**src/rtl/mux_arbiter2_pkg.sv**
```systemverilog
// Shared types and constants for the two-requester packet arbiter.
package mux_arbiter2_pkg;

  typedef enum logic [1:0] {
    IDLE    = 2'd0,
    GRANT_A = 2'd1,
    GRANT_B = 2'd2
  } state_t;

  typedef enum logic {
    PRIO_B = 1'b0,
    PRIO_A = 1'b1
  } side_t;

  localparam logic SEL_A = 1'b1;

endpackage

```
**src/rtl/mux_arbiter2_if.sv**
```systemverilog
// Requester/grant/output bundle between the arbiter and its environment.
interface mux_arbiter2_if #(parameter int n = 5);
  logic         req_a;
  logic         req_b;
  logic         last_a;
  logic         last_b;
  logic [n-1:0] data_a;
  logic [n-1:0] data_b;
  logic         gnt_a;
  logic         gnt_b;
  logic         sel;
  logic         out_valid;
  logic [n-1:0] out_data;
  logic         out_src;

  modport slave (
    input  req_a, req_b, last_a, last_b, data_a, data_b,
    output gnt_a, gnt_b, sel, out_valid, out_data, out_src
  );

  modport master (
    output req_a, req_b, last_a, last_b, data_a, data_b,
    input  gnt_a, gnt_b, sel, out_valid, out_data, out_src
  );
endinterface

```
**src/rtl/mux_arbiter2_mux1bit.sv**
```systemverilog
// Parameterized 2:1 data mux; sel == SEL_A picks input a.
module mux1bit
  import mux_arbiter2_pkg::*;
#(
  parameter int n = 5
) (
  input  logic [n-1:0] a,
  input  logic [n-1:0] b,
  input  logic         sel,
  output logic [n-1:0] y
);

  always_comb begin
    y = (sel == SEL_A) ? a : b;
  end

endmodule

```
**src/rtl/mux_arbiter2.sv**
```systemverilog
// Packet-locked round-robin arbiter between requesters A and B with a
// registered output beat stage.
module mux_arbiter2
  import mux_arbiter2_pkg::*;
#(
  parameter int n = 5
) (
  input  logic           clk,
  input  logic           rst,
  mux_arbiter2_if.slave  bus
);

  state_t       state_q, state_d;
  side_t        prio_q, prio_d;
  logic         out_valid_q, out_valid_d;
  logic [n-1:0] out_data_q, out_data_d;
  logic         out_src_q, out_src_d;
  logic         sel;
  logic [n-1:0] mux_y;

  assign sel = (state_q == GRANT_A) ? SEL_A : ~SEL_A;

  mux1bit #(.n(n)) u_mux (
    .a   (bus.data_a),
    .b   (bus.data_b),
    .sel (sel),
    .y   (mux_y)
  );

  always_comb begin
    state_d     = state_q;
    prio_d      = prio_q;
    out_valid_d = 1'b0;
    out_data_d  = out_data_q;
    out_src_d   = out_src_q;

    case (state_q)
      IDLE: begin
        if (bus.req_a && (!bus.req_b || prio_q == PRIO_A)) begin
          state_d = GRANT_A;
        end else if (bus.req_b) begin
          state_d = GRANT_B;
        end
      end

      GRANT_A: begin
        // Without req_a the grant is held: the packet keeps the bus.
        if (bus.req_a) begin
          out_valid_d = 1'b1;
          out_data_d  = mux_y;
          out_src_d   = 1'b1;
          if (bus.last_a) begin
            prio_d  = PRIO_B;
            state_d = bus.req_b ? GRANT_B : IDLE;
          end
        end
      end

      GRANT_B: begin
        if (bus.req_b) begin
          out_valid_d = 1'b1;
          out_data_d  = mux_y;
          out_src_d   = 1'b0;
          if (bus.last_b) begin
            prio_d  = PRIO_A;
            state_d = bus.req_a ? GRANT_A : IDLE;
          end
        end
      end

      default: state_d = IDLE;
    endcase
  end

  always_ff @(posedge clk or posedge rst) begin
    if (rst) begin
      state_q     <= IDLE;
      prio_q      <= PRIO_A;
      out_valid_q <= 1'b0;
      out_data_q  <= '0;
      out_src_q   <= 1'b0;
    end else begin
      state_q     <= state_d;
      prio_q      <= prio_d;
      out_valid_q <= out_valid_d;
      out_data_q  <= out_data_d;
      out_src_q   <= out_src_d;
    end
  end

  assign bus.gnt_a     = (state_q == GRANT_A);
  assign bus.gnt_b     = (state_q == GRANT_B);
  assign bus.sel       = sel;
  assign bus.out_valid = out_valid_q;
  assign bus.out_data  = out_data_q;
  assign bus.out_src   = out_src_q;

endmodule

```
**src/flat_wrapper.sv**
```systemverilog
// flat-port wrapper written by rule: the top's interface ports become plain ports
module mux_arbiter2_flat import mux_arbiter2_pkg::*;
#(
  parameter int n = 5
)
  (clk, rst, bus_req_a, bus_req_b, bus_last_a, bus_last_b, bus_data_a, bus_data_b, bus_gnt_a, bus_gnt_b, bus_sel, bus_out_valid, bus_out_data, bus_out_src);
  mux_arbiter2_if #(.n(n)) bus_i ();
  input  logic clk;
  input  logic rst;
  input wire logic [$bits(bus_i.req_a)-1:0] bus_req_a;
  input wire logic [$bits(bus_i.req_b)-1:0] bus_req_b;
  input wire logic [$bits(bus_i.last_a)-1:0] bus_last_a;
  input wire logic [$bits(bus_i.last_b)-1:0] bus_last_b;
  input wire logic [$bits(bus_i.data_a)-1:0] bus_data_a;
  input wire logic [$bits(bus_i.data_b)-1:0] bus_data_b;
  output wire logic [$bits(bus_i.gnt_a)-1:0] bus_gnt_a;
  output wire logic [$bits(bus_i.gnt_b)-1:0] bus_gnt_b;
  output wire logic [$bits(bus_i.sel)-1:0] bus_sel;
  output wire logic [$bits(bus_i.out_valid)-1:0] bus_out_valid;
  output wire logic [$bits(bus_i.out_data)-1:0] bus_out_data;
  output wire logic [$bits(bus_i.out_src)-1:0] bus_out_src;
  assign bus_i.req_a = bus_req_a;
  assign bus_i.req_b = bus_req_b;
  assign bus_i.last_a = bus_last_a;
  assign bus_i.last_b = bus_last_b;
  assign bus_i.data_a = bus_data_a;
  assign bus_i.data_b = bus_data_b;
  assign bus_gnt_a = bus_i.gnt_a;
  assign bus_gnt_b = bus_i.gnt_b;
  assign bus_sel = bus_i.sel;
  assign bus_out_valid = bus_i.out_valid;
  assign bus_out_data = bus_i.out_data;
  assign bus_out_src = bus_i.out_src;
  mux_arbiter2 #(.n(n)) u_core (.clk(clk), .rst(rst), .bus(bus_i));
endmodule
```
**config.mk**
```make
export PLATFORM = sky130hd
export DESIGN_NAME = mux_arbiter2_flat
export DESIGN_NICKNAME = d
export VERILOG_FILES = /design/src/rtl/mux_arbiter2_pkg.sv /design/src/rtl/mux_arbiter2_if.sv /design/src/rtl/mux_arbiter2_mux1bit.sv /design/src/rtl/mux_arbiter2.sv /design/src/flat_wrapper.sv
export SDC_FILE = /design/constraint.sdc
export NUM_CORES = 1
export LEC_CHECK = 0
export BUFFER_PORTS_ARGS = -buffer_cell sky130_fd_sc_hd__buf_2
export CAP_MARGIN = 20
export CORE_MARGIN = 2
export CORE_UTILIZATION = 44
export DETAILED_ROUTE_END_ITERATION = 10
export PLACE_DENSITY_LB_ADDON = 0.1
export SYNTH_ARGS = -nofsm -noshare
export SYNTH_HDL_FRONTEND = slang
export SYNTH_SLANG_ARGS = --single-unit
```
**constraint.sdc**
```tcl
create_clock -name clk -period 2 [get_ports clk]
set_input_delay 0.1 -clock clk [delete_from_list [all_inputs] [get_ports clk]]
set_output_delay 0.1 -clock clk [all_outputs]
set_load 0.05 [all_outputs]
```
* Word level (Yosys, flattened, before mapping) *
Cells that the tools add are included.

word-level totals
  register bits = 10
  latch bits = 0
  bits in writable memories = 0
  ROM bits = 0
  output and inout bits = 10
  logic and storage cells = 45
  memories kept = 0

operators by class
  $add $sub $neg = 0
  $mul = 0
  divide/modulo/power cells = 0
  magnitude comparators = 0
  eq/ne operators = 7
  shift operators = 0
  muxes and demuxes = 25
  bitwise gates (word level) = 0
  reduce and logical (&&, ||, !) cells = 8

operators with widths
  operator                                               number
  two-way mux 5 bit                                      3
  two-way mux 2 bit                                      7
  two-way mux 1 bit                                      10
  one-hot mux 5 bit (2 select lines)                     1
  AND reduction 5 bit                                    2
  inequality test 2 bit, second input constant           4
  one-hot mux 1 bit (2 select lines)                     3
  one-hot mux 2 bit (3 select lines)                     1
  inequality test 3 x 2 -> 1 bit, second input constant  1
  AND reduction 3 bit                                    1
  == test 2 x 1 -> 1 bit, second input constant          1
  == test 2 bit, second input constant                   1
  zero test 2 bit                                        1
  nonzero test 2 bit                                     1
  logical AND 1 bit                                      1
  zero test 1 bit                                        1
  logical OR 1 bit                                       1

* Logic depth before layout (Yosys ltp) *
  word-level depth = 5
  gate-level depth with buffers = 7
  gate-level depth less buffers = 6

* Hierarchy *
A second synthesis with hierarchy kept.

second synthesis, totals
  cell total of the unflattened synthesis = 55
  area, all modules = 651.9 sq um

by module, submodules not included
  module        instances  cells each  area an instance (sq um)  sequential area each (sq um)
  mux_arbiter2  1          50          595.6                     251.5
  mux1bit       1          5           56.3                      0.0

* Worst setup path after synthesis *
OpenSTA, ideal clock, no wires.

  path type = reg2reg
  start = reg u_core.state_q[0]
  end = reg u_core.state_q[1]
  setup time = 125 ps
  arrival time = 1,857 ps
  required time = 1,875 ps
  path slack = 18 ps
  stages on the path, launching flop included = 7
  buffers on the path = 0
  period minus slack after synthesis = 1,982 ps
  cell sequence = dfrtp_1 > inv_1 > ha_1 > inv_1 > o22ai_2 > a211o_1 > mux2_4

between the ends
  word-level cells in the longest chain between the ends = 3
  elaborated cells on any way between the ends = 10

ends and longest elaborated chain
  element                          line                RTL
  from (decl)                      mux_arbiter2.sv:13  state_t state_q, state_d;
  from (signal assigned)           mux_arbiter2.sv:83  state_q <= state_d;
  == test 2 bit (*)                --
  named net bus_gnt_b              flat_wrapper.sv:17  output wire logic [$bits(bus_i.gnt_b)-1:0] bus_gnt_b;
  inequality test 2 bit (no line)  --
  AND reduction 5 bit (no line)    --

The timed path passes the listed nets; every way through them passes the cells marked *.
A chain may end at the register's enable or synchronous reset.

* Final worst setup path *
  start = reg u_core.state_q[0]
  end = reg u_core.state_q[1]

between the ends
  word-level cells in the longest chain between the ends = 3
  elaborated cells on any way between the ends = 10

ends and longest elaborated chain
  element                                                                                   line                RTL
  == test 2 bit (tied with other cells)                                                     mux_arbiter2.sv:37  case (state_q)
  inequality test 2 bit (no line) / inequality test 3 x 2 -> 1 bit (equally long branches)  --
  AND reduction 5 bit (no line)                                                             --

Parallel ways exist; a longest one is shown, timed or not.

==> results.cfg <==
[clock_network]
cts_buffers = 3
clockRootBuffer = clkbuf_4
htreeDepth = 1
cts_sinks = 10
cts_setup_buffers = 0
cts_tree = done
cts_buffer_depth = 2
cts.clk_slew.worst_paths_ns = 0.07
clk_latency_ns = 0.26

[cells_and_area]
multiInputGateArea_um2 = 295
diodes = 0
fin_nets = 109
ff_latch_area_um2 = 251
n_fill_cell = 127
area_growth_pct = 30.0
drive_gt1_share_pct = 41.4

[timing]
min_period_ns = 1.74
setup_tns_ns = 0
rsz0062_at_grt = no
slew_headroom_pct = 74.6
fmax_mhz = 576
setup_viol = 0
hold_violations = 0
period_share_pct = 86.8
finalClockSkew_ns = 0.00336
drv_slew = 0
worst_pin_slew_ns = 0.380

[global_routing]
grt_use_total_pct = 17.4
grt_first_pass_wirelength_um = 1730
grt_start_max_net_pins = 15
antenna_found_initial = 0
grt_pass1_vias = 411
grt_overflow = 0

[worst_setup_path]
setup.worst_path.class = reg2reg
cp_max_fo = 5
rr_startpoint = u_core.state_q[0]
worstSetupEndpointType = flip-flop
ff2ff_setup_slack_ns = 0.26
arrival_ns = 1.89
worstPathCellList = inv_1 > ha_1 > inv_1 > o22ai_2 > a211o_1 > mux2_4
cpLargestDelayFamily = compound AO/OA/AOI/OAI gates
start_kind = flip-flop
cp_num_buf_inv = 2
slowest_stage = dfrtp_1
ff2ff_path_depth = 6
crit_top_cell = inv_1
crit_required_ns = 2.15
cpPeakStageDelay_ns = 0.40
r2r_end = u_core.state_q[1]

[die]
num_rows = 13
initial_utilization_pct = 46.3
dieArea_um2 = 1660
die_w_um = 40.8
die_h_um = 40.8
core-area_um2 = 1280
io_pins = 26

[hold_path]
min_from = bus_data_b[1]
min_delay_path_depth = 3
worstHoldEndpoint = u_core.bus.out_data[1]
hold_class = in2reg

[routing]
drt_iter0_drc = 3
antenna_left = 0
routed_wl_um = 1160
routed_via_density = 4.78
vias = 488
avgRoutedWirePerCell_um = 11.4
dr.pass1.iters = 2
drcViolationCount = 0

[pwr]
power_mw = 1.44
powerDensity_nw_per_um2 = 1860
vdd_drop_max_v = 0.000852
leakagePower_nw = 0.405

[logic_synthesis]
synth.cell_area_um2 = 596
ys_warn_count = 0
postSynthCellCount = 58
syn_nets = 79
avgSynthCellArea_um2 = 10.3
ys_seq_area_share_pct = 42.2
synth_seq_cells = 10
ys_top_cells_by_area = dfrtp_1 (38%), ha_1 (11%), mux2i_1 (10%), o21ai_0 (5.9%), dfstp_2 (4.4%)
yosysTopAreaCell = dfrtp_1
synth_top_area_share_pct = 37.8
synth_cell_types = 22

[placement]
io_buffers = 25
dp_hpwl_um = 888
routabilityCongestion = 0.770

[flow_run]
cap_viol_max_count = 0

[run_status]
status = finished, final reports clean
==> metrics by stage <==
stage	hold WS, ns	area [um^2]	util, %	setup slack (ns)	instances
floorplan	-0.0605	596	-	0.0178	58
global placement	0.0948	728	56.7	0.318	97
detailed placement	0.100	728	56.7	0.279	97
CTS	0.117	774	60.3	0.273	102
global route	0.147	774	60.3	0.179	102
finish	0.122	774	60.3	0.265	102
==> synthesized netlist by cell type (all sizes together) <==
| cell | count |
|---|---|
| nand2 | 7 |
| o31ai | 1 |
| o221ai | 1 |
| a22oi | 1 |
| dfstp | 1 |
| o21ai | 7 |
| nor2b | 1 |
| or3b | 1 |
| nor2 | 1 |
| mux2i | 6 |
| a21oi | 2 |
| buf | 3 |
| nand2b | 1 |
| a21bo | 1 |
| ha | 5 |
| a211o | 1 |
| o22ai | 2 |
| inv | 6 |
| mux2 | 1 |
| dfrtp | 9 |
==> sequential cells by signal, indices dropped and copies added (netlist names) <==
signal	flops
u_core.bus.out_data	5
u_core.state_q	2
u_core.bus.out_src	1
u_core.bus.out_valid	1
u_core.prio_q	1
==> layer usage <==
layer	track usage (%)	vias to the layer above	wire, um
met5	0	-	0
met4	15.0	0	25
met3	4.89	4	67
met2	25.4	15	514
met1	20.6	212	551
li1	-	257	-
==> placed cells by master, fill, tap and decap left out, drive strengths merged <==
master,synthesis,final
or3b,1,1
a22oi,1,1
o22ai,2,2
a21oi,2,2
dfstp,1,1
nor2,1,1
mux2i,6,6
o221ai,1,1
nand2,7,7
clkbuf,0,4
nor2b,1,1
mux2,1,1
dlygate4sd3,0,1
ha,5,5
o21ai,7,7
buf,3,27
nand2b,1,1
a21bo,1,1
inv,6,6
dfrtp,9,9
a211o,1,1
o31ai,1,1
==> timing repair <==
item / CTS / global route
hold buffers: 1 / 0
hold endpoints to repair: 9 / 0
gates resized for setup: 0 / 0
==> cells by family after synthesis <==
kind of cell	Yosys count	share of synthesized area, %
AO/OA/AOI/OAI	16	17.9
AND/OR/NAND/NOR	11	8.62
flip-flops	10	42.2
buffers and inverters	9	8.19
multiplexers	7	12.6
adder cells (fa/ha/maj)	5	10.5
==> worst max path at each step <==
stage                                    to  cells past startpoint               from
after detailed placement  u_core.state_q[1]                      6  u_core.state_q[0]
after global routing      u_core.state_q[1]                      6  u_core.state_q[0]
final                     u_core.state_q[1]                      6  u_core.state_q[0]
after floorplan           u_core.state_q[1]                      6  u_core.state_q[0]
after global placement    u_core.state_q[1]                      6  u_core.state_q[0]
after CTS                 u_core.state_q[1]                      6  u_core.state_q[0]
==> layout make-up <==
| cell class | instances | share of cell area, % |
|---|---|---|
| multi-input cells | 39 | 38.1 |
| flip-flops and latches | 10 | 32.5 |
| repair buffers | 28 | 19.4 |
| clock buffers | 4 | 4.68 |
| inverters | 6 | 2.91 |
| well taps | 15 | 2.42 |
==> worst min-delay path, delay by kind of cell <==
kind / cells / cell delay (ns)
buffers and inverters: 1 / 0.07
muxes: 1 / 0.05
AOI/OAI and AO/OA: 1 / 0.13
==> where the power goes <==
part	switching [mW]	internal, mW	total (mW)
clock network	0.0730	0.110	0.184
logic	0.607	0.298	0.904
registers	0.0490	0.305	0.354
(Power assumes the default switching activity.)
